==> config.mk <==
export PLATFORM = sky130hd
export DESIGN_NAME = vc_input_port
export DESIGN_NICKNAME = d
export VERILOG_FILES = /design/src/rtl/noc_params.sv /design/src/rtl/circular_buffer.sv /design/src/rtl/vc_input_port.sv
export SDC_FILE = /design/constraint.sdc
export NUM_CORES = 1
export LEC_CHECK = 0
export CORE_MARGIN = 2
export CORE_UTILIZATION = 38
export CTS_CLUSTER_DIAMETER = 60
export DETAILED_ROUTE_END_ITERATION = 12
export GPL_ROUTABILITY_DRIVEN = 0
export REMOVE_ABC_BUFFERS = 1
export SETUP_SLACK_MARGIN = 0.15
export SLEW_MARGIN = 10
export SYNTH_ARGS = -nofsm -noshare
export SYNTH_HDL_FRONTEND = slang
export SYNTH_SLANG_ARGS = --single-unit
export TNS_END_PERCENT = 20
==> constraint.sdc <==
create_clock -name clk -period 8.5 [get_ports clk]
set_input_delay 0.85 -clock clk [delete_from_list [all_inputs] [get_ports clk]]
set_output_delay 0.85 -clock clk [all_outputs]
set_load 0.05 [all_outputs]
==> src/rtl/noc_params.sv <==
// Shared NoC types: flit format, labels, output ports and XY routing helper.
package noc_params;

  localparam int VC_SIZE        = 1;
  localparam int DEST_ADDR_SIZE = 4;
  localparam int PAYLOAD_W      = 16;

  typedef enum logic [1:0] {
    HEAD     = 2'd0,
    BODY     = 2'd1,
    TAIL     = 2'd2,
    HEADTAIL = 2'd3
  } flit_label_t;

  typedef enum logic [2:0] {
    LOCAL = 3'd0,
    NORTH = 3'd1,
    SOUTH = 3'd2,
    WEST  = 3'd3,
    EAST  = 3'd4
  } port_t;

  typedef enum logic [1:0] {
    VC_IDLE   = 2'd0,
    VC_VA     = 2'd1,
    VC_ACTIVE = 2'd2
  } vc_state_t;

  typedef struct packed {
    flit_label_t               flit_label;
    logic [VC_SIZE-1:0]        vc_id;
    logic [DEST_ADDR_SIZE-1:0] x_dest;
    logic [DEST_ADDR_SIZE-1:0] y_dest;
    logic [PAYLOAD_W-1:0]      data;
  } flit_t;

  // Dimension-order routing: resolve X first; Y grows towards SOUTH.
  function automatic port_t xy_route(input logic [DEST_ADDR_SIZE-1:0] xd,
                                     input logic [DEST_ADDR_SIZE-1:0] yd,
                                     input logic [DEST_ADDR_SIZE-1:0] xc,
                                     input logic [DEST_ADDR_SIZE-1:0] yc);
    if (xd > xc) return EAST;
    if (xd < xc) return WEST;
    if (yd > yc) return SOUTH;
    if (yd < yc) return NORTH;
    return LOCAL;
  endfunction

endpackage

==> src/rtl/circular_buffer.sv <==
// Per-VC flit FIFO; a push to a full buffer is dropped, a pop of an empty one ignored.
module circular_buffer
  import noc_params::*;
#(
  parameter int BUFFER_SIZE = 8
) (
  input  logic  clk,
  input  logic  rst,
  input  logic  i_push,
  input  logic  i_pop,
  input  flit_t i_data,
  output flit_t o_data,
  output logic  o_empty,
  output logic  o_full
);

  localparam int PTR_W = $clog2(BUFFER_SIZE);

  flit_t            r_mem [BUFFER_SIZE];
  logic [PTR_W-1:0] r_rd_ptr, r_wr_ptr;
  logic [PTR_W:0]   r_count;
  logic             w_push_ok, w_pop_ok;

  // Fullness is judged before the edge, so a same-cycle pop never frees the slot.
  assign w_push_ok = i_push && !o_full;
  assign w_pop_ok  = i_pop && !o_empty;

  always_ff @(posedge clk or negedge rst) begin
    if (!rst) begin
      r_rd_ptr <= '0;
      r_wr_ptr <= '0;
      r_count  <= '0;
    end else begin
      if (w_push_ok) r_wr_ptr <= r_wr_ptr + 1'b1;
      if (w_pop_ok)  r_rd_ptr <= r_rd_ptr + 1'b1;
      case ({w_push_ok, w_pop_ok})
        2'b10:   r_count <= r_count + 1'b1;
        2'b01:   r_count <= r_count - 1'b1;
        default: r_count <= r_count;
      endcase
    end
  end

  always_ff @(posedge clk) begin
    if (w_push_ok) r_mem[r_wr_ptr] <= i_data;
  end

  assign o_data  = r_mem[r_rd_ptr];
  assign o_empty = (r_count == '0);
  assign o_full  = (r_count == (PTR_W+1)'(BUFFER_SIZE));

endmodule

==> src/rtl/vc_input_port.sv <==
// Router input port: per-VC buffering, IDLE/VA/ACTIVE control and a registered crossbar flit.
module vc_input_port
  import noc_params::*;
#(
  parameter int BUFFER_SIZE = 8,
  parameter int VC_NUM      = 2,
  parameter int X_CURRENT   = 0,
  parameter int Y_CURRENT   = 0
) (
  input  logic                            clk,
  input  logic                            rst,
  input  flit_t                           data_i,
  input  logic                            valid_flit_i,
  input  logic [VC_NUM-1:0]               va_grant_i,
  input  logic [VC_NUM-1:0][VC_SIZE-1:0]  va_new_vc_i,
  input  logic [VC_NUM-1:0]               sa_grant_i,
  output port_t [VC_NUM-1:0]              out_port_o,
  output logic [VC_NUM-1:0]               va_request_o,
  output logic [VC_NUM-1:0]               sa_request_o,
  output flit_t                           flit_o,
  output logic                            valid_flit_o,
  output logic [VC_NUM-1:0]               credit_o,
  output logic                            overflow_o
);

  localparam logic [DEST_ADDR_SIZE-1:0] X_CUR = DEST_ADDR_SIZE'(X_CURRENT);
  localparam logic [DEST_ADDR_SIZE-1:0] Y_CUR = DEST_ADDR_SIZE'(Y_CURRENT);

  flit_t [VC_NUM-1:0]              w_head;
  logic  [VC_NUM-1:0]              w_push, w_pop, w_empty, w_full, w_lbl_err;
  logic  [VC_NUM-1:0][VC_SIZE-1:0] w_new_vc;
  logic                            w_sa_onehot, w_deq_any;
  flit_t                           w_deq_flit;

  // Multi-bit grants are a protocol error upstream and are ignored outright.
  assign w_sa_onehot = (sa_grant_i != '0) && ((sa_grant_i & (sa_grant_i - 1'b1)) == '0);

  for (genvar v = 0; v < VC_NUM; v++) begin : g_vc
    vc_state_t          r_state, w_state_nxt;
    port_t              r_out_port;
    logic [VC_SIZE-1:0] r_new_vc;
    logic               w_is_head, w_is_tail;

    assign w_push[v] = valid_flit_i && (data_i.vc_id == VC_SIZE'(v));

    circular_buffer #(.BUFFER_SIZE(BUFFER_SIZE)) u_buf (
      .clk     (clk),
      .rst     (rst),
      .i_push  (w_push[v]),
      .i_pop   (w_pop[v]),
      .i_data  (data_i),
      .o_data  (w_head[v]),
      .o_empty (w_empty[v]),
      .o_full  (w_full[v])
    );

    assign w_is_head    = (w_head[v].flit_label == HEAD) || (w_head[v].flit_label == HEADTAIL);
    assign w_is_tail    = (w_head[v].flit_label == TAIL) || (w_head[v].flit_label == HEADTAIL);
    assign w_pop[v]     = w_sa_onehot && sa_grant_i[v] && (r_state == VC_ACTIVE) && !w_empty[v];
    assign w_lbl_err[v] = (r_state == VC_IDLE) && !w_empty[v] && !w_is_head;

    always_ff @(posedge clk or negedge rst) begin
      if (!rst) r_state <= VC_IDLE;
      else      r_state <= w_state_nxt;
    end

    always_comb begin
      w_state_nxt = r_state;
      case (r_state)
        VC_IDLE:   if (!w_empty[v] && w_is_head) w_state_nxt = VC_VA;
        VC_VA:     if (va_grant_i[v])            w_state_nxt = VC_ACTIVE;
        VC_ACTIVE: if (w_pop[v] && w_is_tail)    w_state_nxt = VC_IDLE;
        default:                                 w_state_nxt = VC_IDLE;
      endcase
    end

    // Route and downstream VC are held for the whole packet.
    always_ff @(posedge clk or negedge rst) begin
      if (!rst) begin
        r_out_port <= LOCAL;
        r_new_vc   <= '0;
      end else begin
        if (r_state == VC_IDLE && w_state_nxt == VC_VA)
          r_out_port <= xy_route(w_head[v].x_dest, w_head[v].y_dest, X_CUR, Y_CUR);
        if (r_state == VC_VA && va_grant_i[v])
          r_new_vc <= va_new_vc_i[v];
      end
    end

    assign out_port_o[v]   = r_out_port;
    assign w_new_vc[v]     = r_new_vc;
    assign va_request_o[v] = (r_state == VC_VA);
    assign sa_request_o[v] = (r_state == VC_ACTIVE) && !w_empty[v];
  end

  assign w_deq_any = |w_pop;

  always_comb begin
    w_deq_flit = '0;
    for (int v = 0; v < VC_NUM; v++) begin
      if (w_pop[v]) begin
        w_deq_flit       = w_head[v];
        w_deq_flit.vc_id = w_new_vc[v];
      end
    end
  end

  always_ff @(posedge clk or negedge rst) begin
    if (!rst) begin
      flit_o       <= '0;
      valid_flit_o <= 1'b0;
      credit_o     <= '0;
      overflow_o   <= 1'b0;
    end else begin
      valid_flit_o <= w_deq_any;
      credit_o     <= w_pop;
      if (w_deq_any) flit_o <= w_deq_flit;
      if (|(w_push & w_full) || |w_lbl_err) overflow_o <= 1'b1;
    end
  end

endmodule

==> results of run 1 <==
-- per-layer routing --
| layer | GRT usage | up-vias | part of all wire |
|---|---|---|---|
| met3 | 0.0285 | 48 | 0.048 |
| met2 | 0.236 | 198 | 0.47 |
| met4 | 0.0318 | 2 | 0.014 |
| li1 | - | 3801 | - |
| met1 | 0.213 | 4518 | 0.46 |
| met5 | 0 | - | 0.00022 |
-- final cells by class --
cell class              instances  share of cell area
clock buffers                  57              0.0590
clock inverters                33              0.0104
inverters                      17             0.00297
multi-input cells             345               0.199
flip-flops and latches        477               0.654
well taps                     615              0.0359
repair buffers                 88              0.0393
-- where the power goes --
part           switching [mW]  internal [mW]
Sequential              0.213           2.84
Combinational            1.09          0.852
Clock                   0.864           1.13
-- cells in the final DEF, fill, tap and decap left out, types with 7 or more instances in the layout --
cell type,n
nor2_4,12
nand3_1,28
nand2b_1,8
inv_1,14
clkdlybuf4s50_1,73
clkinv_2,21
buf_4,15
clkbuf_16,49
nor2_1,7
nand2_1,29
edfxtp_1,416
clkbuf_1,7
dfrtp_1,55
mux4_2,102
ha_1,14
o221ai_1,25
xnor2_1,11
mux2i_1,51
-- registers in the layout, summed over array words and instances (netlist names) --
name / cells
g_vc.u_buf.r_wr_ptr: 6
overflow_o: 1
g_vc.u_buf.r_mem: 416
g_vc.r_new_vc: 2
credit_o: 2
g_vc.u_buf.r_count: 8
valid_flit_o: 1
flit_o: 27
g_vc.u_buf.r_rd_ptr: 6
g_vc.r_out_port: 4
g_vc.r_state: 4
-- how the worst min path moves through the flow --
stage	start	end	slack, ns	depth (start not counted)
final	rst	g_vc[0].u_buf.r_count[2]$_DFFE_PN0P_	0.46	1
after global placement	g_vc[0].r_state[0]$_DFF_PN0_	g_vc[0].r_state[1]$_DFF_PN0_	0.49	1
after floorplan	g_vc[0].r_new_vc$_DFFE_PN0P_	flit_o[24]$_DFFE_PN0P_	0.46	2
after global routing	rst	g_vc[0].u_buf.r_count[2]$_DFFE_PN0P_	0.49	1
after CTS	rst	g_vc[0].u_buf.r_count[2]$_DFFE_PN0P_	0.46	1
after detailed placement	g_vc[0].r_state[0]$_DFF_PN0_	g_vc[0].r_state[1]$_DFF_PN0_	0.49	1
-- logic make-up (layout without fill, tap and decap cells) --
logic type	after synthesis	count (layout)	share of synthesized area
flip-flops	477	477	0.758
multiplexers	163	163	0.160
AND/OR/NAND/NOR	102	102	0.0260
buffers and inverters	62	195	0.0187
AO/OA/AOI/OAI	46	46	0.0187
adder cells (fa/ha/maj)	16	16	0.0116
XOR/XNOR	16	16	0.00757
other	1	2	0.000203
-- critical path: cells and delay by family --
| family | cells | cell delay (ns) |
|---|---|---|
| buffers and inverters | 2 | 0.92 |
| AND/OR/NAND/NOR | 3 | 1.16 |
| AO/OA/AOI/OAI | 1 | 0.53 |
-- stage by stage --
stage,hold WS (ns),util,instance area (sq um)
2_1_floorplan,0.456,-,18200
3_3_place_gp,0.487,0.416,20000
3_5_place_dp,0.486,0.416,20000
4_1_cts,0.462,0.447,21400
5_1_grt,0.495,0.447,21500
6_report,0.462,0.447,21500
==> reports/results.tsv, run 1 <==
stage	metric	value	unit
run_status	status	finished, final reports clean	
sta	period_minus_slack	3.25	ns
die	die_x	225	um
global_routing	track_usage	0.148	
clocking	postCtsHoldBufs	0	
sta	period_share	0.383	
synth	synth.top_cell.area_share	0.675	
global_routing	grt_remaining_overflow	0	
placement	io_buffers	74	
global_routing	grt_max_degree	62	
finish	fillers	4042	
pwr	powerDensity	326	nW/um^2
setup_path	worstSetupEndpointType	flop	
routing	ant_nets	0	
finish	antenna_cells	0	
global_routing	antenna_found_initial	1	
clocking	clk-insertion-delay-late	0.56	ns
sta	worst_slack	5.25	ns
synth	syn-cell-area	18500	sq um
setup_path	critPathCapture	g_vc[1].u_buf.r_mem[0][21]$_DFFE_PP_	
die	io_pins	77	
setup_path	worstSetupPathType	in2reg	
setup_path	r2r_slack	5.31	ns
clocking	cts.sink_count	477	
sta	timing.setup.tns	0	ns
pwr	finalPower	6.99	mW
setup_path	crit_arrival	3.48	ns
routing	avgRoutedWirePerCell	22.4	um
finish	areaGrowthSynthToFinish	16.0	%
die	dieArea	50500	sq um
routing	drt_iter0_markers	812	
clocking	cts_tree	done	
setup_path	startpoint_type	primary input	
synth	synthCells	883	
die	chipHeight	225	um
setup_path	crit_fanout	15	
finish	register_area	14000	sq um
placement	dp_hpwl	20.6	mm
clocking	cts_root_buf	clkbuf_16	
finish	multi_input_area	4260	sq um
setup_path	crit_path_max_incr_delay	0.67	ns
clocking	cts.clk_slew.worst_paths	0.06	ns
finish	instances_no_fill	1632	
die	start_util	0.386	
global_routing	grt_pass1_vias	8898	
clocking	numCtsBuffers	48	
sta	skew	0.0184	ns
clocking	post_cts_resized	0	
sta	setup_viol	0	
synth	ys_seq_area_frac	0.758	
sta	fmax	0.307	GHz
flow_run	drv_cap	0	
routing	firstDrtPassIters	5	
synth	synthTopCellsByArea	edfxtp_1, mux4_2, dfrtp_1	
global_routing	grt_first_pass_wirelength	55.7	mm
sta	hold_violations	0	
sta	maxSlewViolCount	0	
setup_path	critPathSlowestCell	nor3_4	
synth	yosysUniqueCellTypes	42	
synth	async_flop_share	0.128	
die	rows	80	
routing	vias	8567	
synth	synth.most_common_cell	edfxtp_1	
synth	ys_warn_count	0	
sta	worst_slew_pin_slew	1.14	ns
placement	place_ws	4.36	ns
synth	ys.flop_type	edfxtp_1	
die	core_region_area	47900	sq um
synth	yosysTopAreaCell	edfxtp_1	
synth	avgSynthCellArea	21.0	sq um
setup_path	startpoint	data_i[24]	
placement	place_inst	1542	
finish	drive_above_1_share	0.222	
setup_path	cp.required	8.73	ns
routing	drt-total-wl	36.6	mm
synth	synth-edff-count	416	
pwr	peakVddDrop	0.000178	V
setup_path	crit_chain	clkdlybuf4s50_1, nand2_1, a21oi_1, nand2b_1, nor3_4, buf_4	
clocking	cts_max_level	2	
clocking	cts_setup_buffers	0	
sta	relSlewSlack	0.238	
pwr	p_leak	7.03	nW
finish	nNetsFinal	1029	
routing	drc	0	
hold_path	hold_path.class	in2async	
setup_path	r2r-start	g_vc[1].u_buf.r_count[1]$_DFFE_PN0P_	
synth	synth_common_cells	edfxtp_1, mux4_2, dfrtp_1	
clocking	cts_buffer_depth	3	
synth	synth_seq_cells	477	
setup_path	r2r-end	g_vc[1].u_buf.r_count[3]$_DFFE_PN0P_	
setup_path	r2r_cells	12	
sta	rsz0062_at_grt	no	
routing	vias_per_cell	5.25	
(Power assumes the default switching activity.)
==> inputs of run 2 (changes only) <==
- clock period: 8.5 -> 3.3 ns (I/O delays scaled with it)
==> reports/results.tsv, run 2 (synthesis gave the netlist of run 1 again) <==
stage	metric	value	unit
global_routing	grt_remaining_overflow	0	
pwr	p_int	12.8	mW
die	io_pins	77	
sta	hold_violations	0	
finish	final_area	21800	sq um
routing	m1WireLength	18.4	mm
setup_path	startpoint_type	flop	
setup_path	r2r-start	g_vc[0].u_buf.r_rd_ptr[0]$_DFFE_PN0P_	
hold_path	worstHoldStart	valid_flit_i	
routing	firstDrtPassIters	5	
setup_path	cp.required	3.76	ns
finish	post-route-util	0.454	
routing	dr_wl_met2	19.1	mm
hold_path	hold_path.class	in2reg	
routing	drc	0	
clocking	clk-insertion-delay-late	0.59	ns
clocking	cts_buffer_depth	3	
global_routing	track_usage	0.164	
sta	period_minus_slack	2.68	ns
clocking	cts_tree	done	
pwr	p_leak	7.18	nW
placement	io_buffers	74	
clocking	numCtsBuffers	49	
clocking	post_cts_resized	0	
routing	top_layer	met5	
sta	worst_slack	0.616	ns
clocking	cts_setup_buffers	0	
pwr	seq_power_share	0.426	
flow_run	drv_cap	0	
finish	largest_register	g_vc.u_buf.r_mem	
pwr	clock_power_share	0.297	
setup_path	startpoint	g_vc[0].u_buf.r_rd_ptr[0]$_DFFE_PN0P_	
die	die_x	225	um
die	core_region_area	47900	sq um
finish	register_area	14000	sq um
setup_path	crit_fanout	22	
pwr	peakVddDrop	0.000407	V
finish	final_common_cell	edfxtp_1	
placement	dp_hpwl	21.8	mm
pwr	switching_share	0.311	
sta	setup_viol	0	
finish	areaGrowthSynthToFinish	17.7	%
finish	fillers	4033	
hold_path	whs_endpoint	overflow_o$_DFFE_PN0P_	
routing	wl_met3	1.98	mm
global_routing	grt_pass1_vias	9309	
routing	vias	8867	
pwr	p_sw	5.78	mW
clocking	cts.sink_count	477	
setup_path	r2r-end	g_vc[0].r_out_port[2]$_DFFE_PN0P_	
global_routing	grt_max_degree	62	
global_routing	grt_first_pass_wirelength	60.4	mm
sta	fmax	0.373	GHz
sta	timing.setup.tns	0	ns
routing	ant_nets	0	
die	chipHeight	225	um
finish	drive_above_1_share	0.234	
placement	place_area	20100	sq um
placement	place_ws	0.435	ns
finish	nNetsFinal	1049	
sta	maxSlewViolCount	0	
run_status	status	finished, final reports clean	
sta	rsz0062_at_grt	no	
setup_path	worstSetupPathType	reg2reg	
routing	vias_per_cell	5.37	
setup_path	worstSetupEndpointType	flop	
pwr	comb_power_share	0.277	
die	start_util	0.386	
hold_path	whs_path_depth	3	
finish	antenna_cells	0	
sta	skew	0.0241	ns
sta	period_share	0.813	
finish	multi_input_area	4250	sq um
sta	whs	0.362	ns
finish	largest_register_ffs	416	
die	rows	80	
routing	drt_iter0_markers	710	
routing	drt-total-wl	40.3	mm
setup_path	crit_arrival	3.15	ns
pwr	finalPower	18.6	mW
clocking	cts.clk_slew.worst_paths	0.06	ns
sta	relSlewSlack	0.314	
setup_path	r2r_cells	6	
clocking	cts_root_buf	clkbuf_16	
finish	final_cell_mix	edfxtp_1, mux4_2, clkdlybuf4s50_1	
finish	reg.largest.list	g_vc.u_buf.r_mem x416, flit_o x27, g_vc.u_buf.r_count x8	
pwr	powerDensity	854	nW/um^2
placement	place_inst	1560	
die	dieArea	50500	sq um
clocking	cts_max_level	2	
routing	avgRoutedWirePerCell	24.4	um
setup_path	r2r_slack	0.62	ns
finish	instances_no_fill	1652	
sta	worst_slew_pin_slew	1.03	ns
global_routing	antenna_found_initial	2	
run 2: cell types whose count changed in the layout (fill, tap and decap cells not counted), moves of 2 or more:
cell / change
clkinv_2: -10
clkinv_1: -3
buf_4: +14
inv_6: -2
clkbuf_1: +5
clkinvlp_4: +2
buf_12: +4
clkbuf_8: +4
bufinv_16: +2
run 2: area by class of cell:
cell class,instances,area share
Sequential cell,477,0.644
Multi-Input combinational cell,345,0.195
Tap cell,615,0.0353
Clock buffer,67,0.0627
Clock inverter,24,0.0117
Inverter,17,0.00293
Timing Repair Buffer,107,0.0477
run 2: worst max path at each step:
stage / endpoint / slack, ns / cells after the start
2_1_floorplan: g_vc[1].u_buf.r_count[3]$_DFFE_PN0P_ / -0.75 / 11
3_3_place_gp: g_vc[1].u_buf.r_count[3]$_DFFE_PN0P_ / 0.41 / 11
3_5_place_dp: g_vc[1].u_buf.r_count[3]$_DFFE_PN0P_ / 0.44 / 11
4_1_cts: g_vc[0].r_out_port[2]$_DFFE_PN0P_ / 0.57 / 6
5_1_grt: g_vc[0].r_out_port[2]$_DFFE_PN0P_ / 0.46 / 6
6_report: g_vc[0].r_out_port[2]$_DFFE_PN0P_ / 0.62 / 6
run 2: routing by layer:
layer / up-vias / global-route usage
met4: 4 / 0.0459
li1: 3831 / -
met2: 226 / 0.258
met1: 4752 / 0.237
met3: 54 / 0.0276
met5: - / 0
run 2: worst max-delay path, stage by stage (launching register included):
cell     delay (ns)
dfrtp_4        0.76
mux4_2         0.56
mux2_2         0.30
ha_1           0.31
nand2_1        0.07
nor2_1         0.21
mux2_2         0.36
run 2: power by group through the flow:
stage	Clock, mW	Combinational (mW)	Sequential (mW)
2_1_floorplan	0	2.67	8.81
3_3_place_gp	0	5.17	8.04
3_5_place_dp	0	5.23	8.06
4_1_cts	5.66	5.24	7.95
5_1_grt	5.90	5.56	8.02
6_report	5.53	5.15	7.92
run 2: repair_timing:
| action | CTS | global route |
|---|---|---|
| endpoints found under the hold margin | 61 | 0 |
| hold buffers | 1 | 0 |
| endpoints found under the setup margin | 0 | 0 |
==> RTL change 1, RTL diff (flow settings as in run 2) <==
`PAYLOAD_W`: 16 -> 20.
--- a/src/rtl/noc_params.sv
+++ b/src/rtl/noc_params.sv
@@ -3,7 +3,7 @@
 
   localparam int VC_SIZE        = 1;
   localparam int DEST_ADDR_SIZE = 4;
-  localparam int PAYLOAD_W      = 16;
+  localparam int PAYLOAD_W      = 20;
 
   typedef enum logic [1:0] {
     HEAD     = 2'd0,
Ports: changed (resized data_i and flit_o); port bits go from 77 to 85. The function was not compared with the original's and may differ.
==> RTL change 1 against run 2 <==
Total power increased by 13%; wire length increased by 11%; sequential cell count grew 68; setup slack got worse by 40 ps; register-to-register slack better by 120 ps; clock power increased by 12%; design area is 14% higher; highest routed layer is now met4; synthesized area increased by 14%.
==> RTL change 1: results (changes against run 2) <==
status: "complete, no violations"
antenna_found_initial: 0  # -2
place_hpwl_mm: 24.0  # +9.9%
cts_buffer_depth: 3  # unchanged
numCtsBuffers: 55  # +12%
clk_latency_ps: 610  # +20 ps
fillers: 4594  # +14%
slew-limit-headroom: 0.381  # +0.0668
grt_pass1_vias: 10400  # +12%
route.detailed.vias_per_inst: 5.26  # -2.0%
fin_area_um2: 24900  # +14%
ys_seq_area_frac: 0.762  # +0.00427
crit_fanout: 4  # -82%
wl_per_cell_um: 23.5  # -3.9%
grtUsageTotal: 0.160  # -0.00360
dr.pass1.iters: 4  # -1
layout-drive-gt1-share: 0.234  # about the same
grt_pass1_wl_mm: 67.2  # +11%
arrival_ps: 2390  # -760 ps
dpl_cell_area_um2: 23100  # +14%
io_buffers: 82  # +11%
synth_common_cells: "edfxtp_1, mux4_2, dfrtp_1"
synthTopCellsByArea: "edfxtp_1, mux4_2, dfrtp_1, mux2i_1, o221ai_1"
fin_skew_ps: 18.9  # -5.16 ps
reg_top3: "g_vc.u_buf.r_mem: 480 flops, flit_o: 31 flops, g_vc.u_buf.r_count: 8 flops"
ir_worst_vdd_mv: 0.373  # -8.4%
switchingPower_uw: 6430  # +11%
rrSetupSlack_ps: 740  # +120 ps
fin_nets: 1169  # +11%
synth_enable_flop_cells: 480  # +15%
==> RTL change 1: metal layers <==
| layer | vias up | track usage | wire length (um) |
|---|---|---|---|
| met5 | - | 0 | 0 |
| met4 | 0 | 0.0407 | 786 |
| met3 | 53 | 0.0305 | 2360 |
| met2 | 266 | 0.257 | 21400 |
| met1 | 5402 | 0.227 | 20200 |
| li1 | 4316 | - | - |
==> RTL change 1: worst max path at each step <==
stage,start,end,slack [ps],depth (start not counted)
after floorplan,g_vc[1].r_state[0],g_vc[1].u_buf.r_count[3],-910,11
after global placement,data_i[28],g_vc[1].u_buf.r_count[3],690,12
after detailed placement,data_i[28],g_vc[1].u_buf.r_count[3],690,12
after CTS,g_vc[0].u_buf.r_count[0],sa_request_o[0],560,4
after global routing,g_vc[0].u_buf.r_count[0],sa_request_o[0],460,4
final,g_vc[0].u_buf.r_count[0],sa_request_o[0],580,4
==> RTL change 1: kinds of logic (layout without fill, tap and decap cells) <==
kind of cell	after synthesis	in the layout	synth area share
and+or+nand+nor	106	106	0.0238
adders and majority gates	16	16	0.0102
xor gates and xnor gates	16	16	0.00666
DFF	545	545	0.762
AOI/OAI and AO/OA	50	50	0.0181
other	1	2	0.000178
muxes	187	187	0.161
buffers and inverters	68	238	0.0178
==> RTL change 1: power by group through the flow <==
stage                     combinational [uW]  sequential (uW)  clock (uW)
final                                   5810             8950        6180
after detailed placement                5890             9110           0
after floorplan                         3020            10000           0
after CTS                               5910             8980        6330
after global routing                    6260             9060        6600
after global placement                  5840             9080           0
==> RTL change 1: what timing repair did <==
| item | CTS | global route |
|---|---|---|
| endpoints found under the hold margin | 29 | 0 |
| gates resized for setup | 0 | 0 |
| hold buffers | 1 | 0 |
==> RTL change 1: critical path: stages (launching register included) <==
cell and delay, ps:
dfrtp_1 430, nor3_1 310, a21oi_1 180, and2_1 190
clkdlybuf4s50_1 690
==> RTL change 1: cell type report <==
type	count	area share
clock buffers	82	0.0654
clock inverters	22	0.00844
inverters	17	0.00256
multi-input cells	377	0.191
flip-flops and latches	545	0.645
well taps	748	0.0376
repair buffers	117	0.0505
==> RTL change 1: per-stage QoR <==
stage	setup TNS [ps]	hold slack (ps)	setup WS (ps)	instances	power, uW
after floorplan	-36910	34.4	-908	939	13100
after global placement	0	381	693	1803	14900
after detailed placement	0	382	695	1803	15000
after CTS	0	262	556	1908	21200
after global routing	0	296	463	1908	21900
final	0	270	576	1908	20900
==> RTL change 2, RTL diff (config.mk and constraints of run 2) <==
Without the edit above. Make the reset (`rst`) synchronous in 4 clocked blocks.
--- a/src/rtl/circular_buffer.sv
+++ b/src/rtl/circular_buffer.sv
@@ -25,7 +25,7 @@
   assign w_push_ok = i_push && !o_full;
   assign w_pop_ok  = i_pop && !o_empty;
 
-  always_ff @(posedge clk or negedge rst) begin
+  always_ff @(posedge clk) begin
     if (!rst) begin
       r_rd_ptr <= '0;
       r_wr_ptr <= '0;
--- a/src/rtl/vc_input_port.sv
+++ b/src/rtl/vc_input_port.sv
@@ -59,7 +59,7 @@
     assign w_pop[v]     = w_sa_onehot && sa_grant_i[v] && (r_state == VC_ACTIVE) && !w_empty[v];
     assign w_lbl_err[v] = (r_state == VC_IDLE) && !w_empty[v] && !w_is_head;
 
-    always_ff @(posedge clk or negedge rst) begin
+    always_ff @(posedge clk) begin
       if (!rst) r_state <= VC_IDLE;
       else      r_state <= w_state_nxt;
     end
@@ -75,7 +75,7 @@
     end
 
     // Route and downstream VC are held for the whole packet.
-    always_ff @(posedge clk or negedge rst) begin
+    always_ff @(posedge clk) begin
       if (!rst) begin
         r_out_port <= LOCAL;
         r_new_vc   <= '0;
@@ -105,7 +105,7 @@
     end
   end
 
-  always_ff @(posedge clk or negedge rst) begin
+  always_ff @(posedge clk) begin
     if (!rst) begin
       flit_o       <= '0;
       valid_flit_o <= 1'b0;
Function: differs if rst is asserted again (counterexample within 4 cycles, from zero or initial values and one cycle with rst low); with rst held inactive, the same outputs for 4 cycles.
==> RTL change 2 against run 2 <==
Maximum frequency decreased by 7.5%; critical path depth rose by 1; sequential share of layout area is 1.0 points lower; sequential cell count increased by 6; design area up 0.24%; synthesized cell count rose by 7.8%; wire length is 5.3% lower; synthesized area grew 0.68%; setup slack got worse by 220 ps; largest cell class unchanged.
Power is not compared: it rests on default switching activity, and its combinational part moved more than twofold at a synthesized area within 25%.
==> RTL change 2: results (changes against run 2) <==
arrival_ps: 3320  # +170 ps
cts_tree: "done"
cts_resized: 0  # unchanged
reg_top3: "g_vc.u_buf.r_mem: 416 flops, flit_o: 27 flops, g_vc.u_buf.r_count: 8 flops"
ys_seq_area_frac: 0.743  # -0.0151
synth_common_cells: "edfxtp_1, mux4_2, dfxtp_1"
critPathTopFamily: "multiplexers"
crit_fanout: 17  # -23%
ys.flop_type: "edfxtp_1"
layout-drive-gt1-share: 0.232  # -0.00202
n_antenna_cell: 0  # unchanged
grt_max_degree: 37  # -40%
io_buffers: 74  # unchanged
grtUsageTotal: 0.155  # -0.00892
synthArstFlopShare: 0  # -0.128
clk_latency_ps: 580
crit_slowest_cell: "dfxtp_4"
place_ws_ps: 363  # -72.2 ps
synthTopCellsByArea: "edfxtp_1, mux4_2, dfxtp_1, mux2i_1, a21oi_1"
drt-total-wl_mm: 38.2  # -5.3%
synth.distinct_cells: 48  # +14%
min_to: "g_vc[0].r_new_vc"
worstHoldStart: "va_new_vc_i[0]"
fin_nets: 1118  # +6.6%
slew-limit-headroom: 0.506  # +0.192
hold_class: "in2reg"
grt_pass1_wl_mm: 58.4  # -3.4%
h-tree-depth: 2  # unchanged
whs_ps: 321  # -40.8 ps
switching_share: 0.200
synthToLayoutAreaGrowth_pct: 17.2
grt_pass1_vias: 9411  # +1.1%
route.detailed.vias_per_inst: 5.26  # -1.9%
fin_skew_ps: 17.6  # -6.46 ps
numCtsBuffers: 49  # unchanged
place_hpwl_mm: 21.8  # about the same
fillers: 4175  # +3.5%
rr_worst_depth: 7  # +1
r2r-end: "g_vc[1].r_out_port[2]"
dpl_cell_area_um2: 20300  # +0.63%
slowest_delay_ps: 580  # -180 ps
hold_depth: 3  # unchanged
antenna_found_initial: 1  # -1
ir_worst_vdd_mv: 0.388
root_buffer: "clkbuf_16"
status: "complete, no violations"
cts_setup_buffers: 0  # unchanged
dr.pass1.iters: 5  # unchanged
clk_pin_slew_ps: 60  # about the same
ys_warn_count: 0  # unchanged
drtIter0Drc: 674  # -5.1%
synth_enable_flop_cells: 416  # unchanged
rrSetupSlack_ps: 400  # -220 ps
p_leak_uw: 0.00672
cts_buffer_depth: 3  # unchanged
[RTL change 2: cell types whose count changed after synthesis, moves of 7 or more]
cell,change
dfxtp_1,+67
o221ai_1,-25
nand3_1,-25
dfrtp_1,-61
nand2_1,+19
xnor2_1,-7
nor2_1,+29
o22a_1,+16
mux2i_1,-8
a21oi_1,+38
[RTL change 2: layout make-up]
type                    count  share of cell area
repair buffers            110              0.0469
inverters                  14             0.00241
clock buffers              62              0.0607
multi-input cells         408               0.209
well taps                 622              0.0357
flip-flops and latches    483               0.634
clock inverters            25              0.0106
[RTL change 2: worst min-delay path: cells and delay by family]
| family | cells | cell delay [ps] |
|---|---|---|
| buffers and inverters | 1 | 400 |
| AND/OR/NAND/NOR | 1 | 70 |
| AO/OA/AOI/OAI | 1 | 50 |
[RTL change 2: per-layer routing]
| metal | share of wire | vias to the layer above | track usage |
|---|---|---|---|
| li1 | - | 4036 | - |
| met1 | 0.46 | 4762 | 0.219 |
| met4 | 0.023 | 0 | 0.0515 |
| met3 | 0.047 | 70 | 0.0253 |
| met5 | 0 | - | 0 |
| met2 | 0.47 | 206 | 0.245 |
[RTL change 2: through the flow]
step / cells / total power [uW]
after floorplan: 905 / 7010
after global placement: 1637 / 7190
after detailed placement: 1637 / 7200
after CTS: 1724 / 12600
after global routing: 1724 / 12900
final: 1724 / 12500
[RTL change 2: cell families after synthesis]
group | synth area share
DFF | 0.743
muxes | 0.157
and+or+nand+nor | 0.0368
AOI/OAI and AO/OA | 0.0284
buffers and inverters | 0.0181
adders and majority gates | 0.0116
xor gates and xnor gates | 0.00564
other | 0.000201
[RTL change 2: worst max-delay path by stage]
stage,endpoint,from,slack (ps),cells past startpoint
floorplan,g_vc[0].r_out_port[2],register,-1160,6
global placement,g_vc[1].r_out_port[2],register,380,7
detailed placement,g_vc[1].r_out_port[2],register,360,7
CTS,g_vc[1].r_out_port[2],register,340,7
global route,g_vc[1].r_out_port[2],register,240,7
finish,g_vc[1].r_out_port[2],register,400,7
[RTL change 2: power groups by stage]
stage / Clock [uW] / Sequential, uW / Combinational, uW
2_1_floorplan: 0 / 6860 / 147
3_3_place_gp: 0 / 6840 / 351
3_5_place_dp: 0 / 6840 / 359
4_1_cts: 5520 / 6710 / 359
5_1_grt: 5770 / 6720 / 390
6_report: 5390 / 6710 / 353
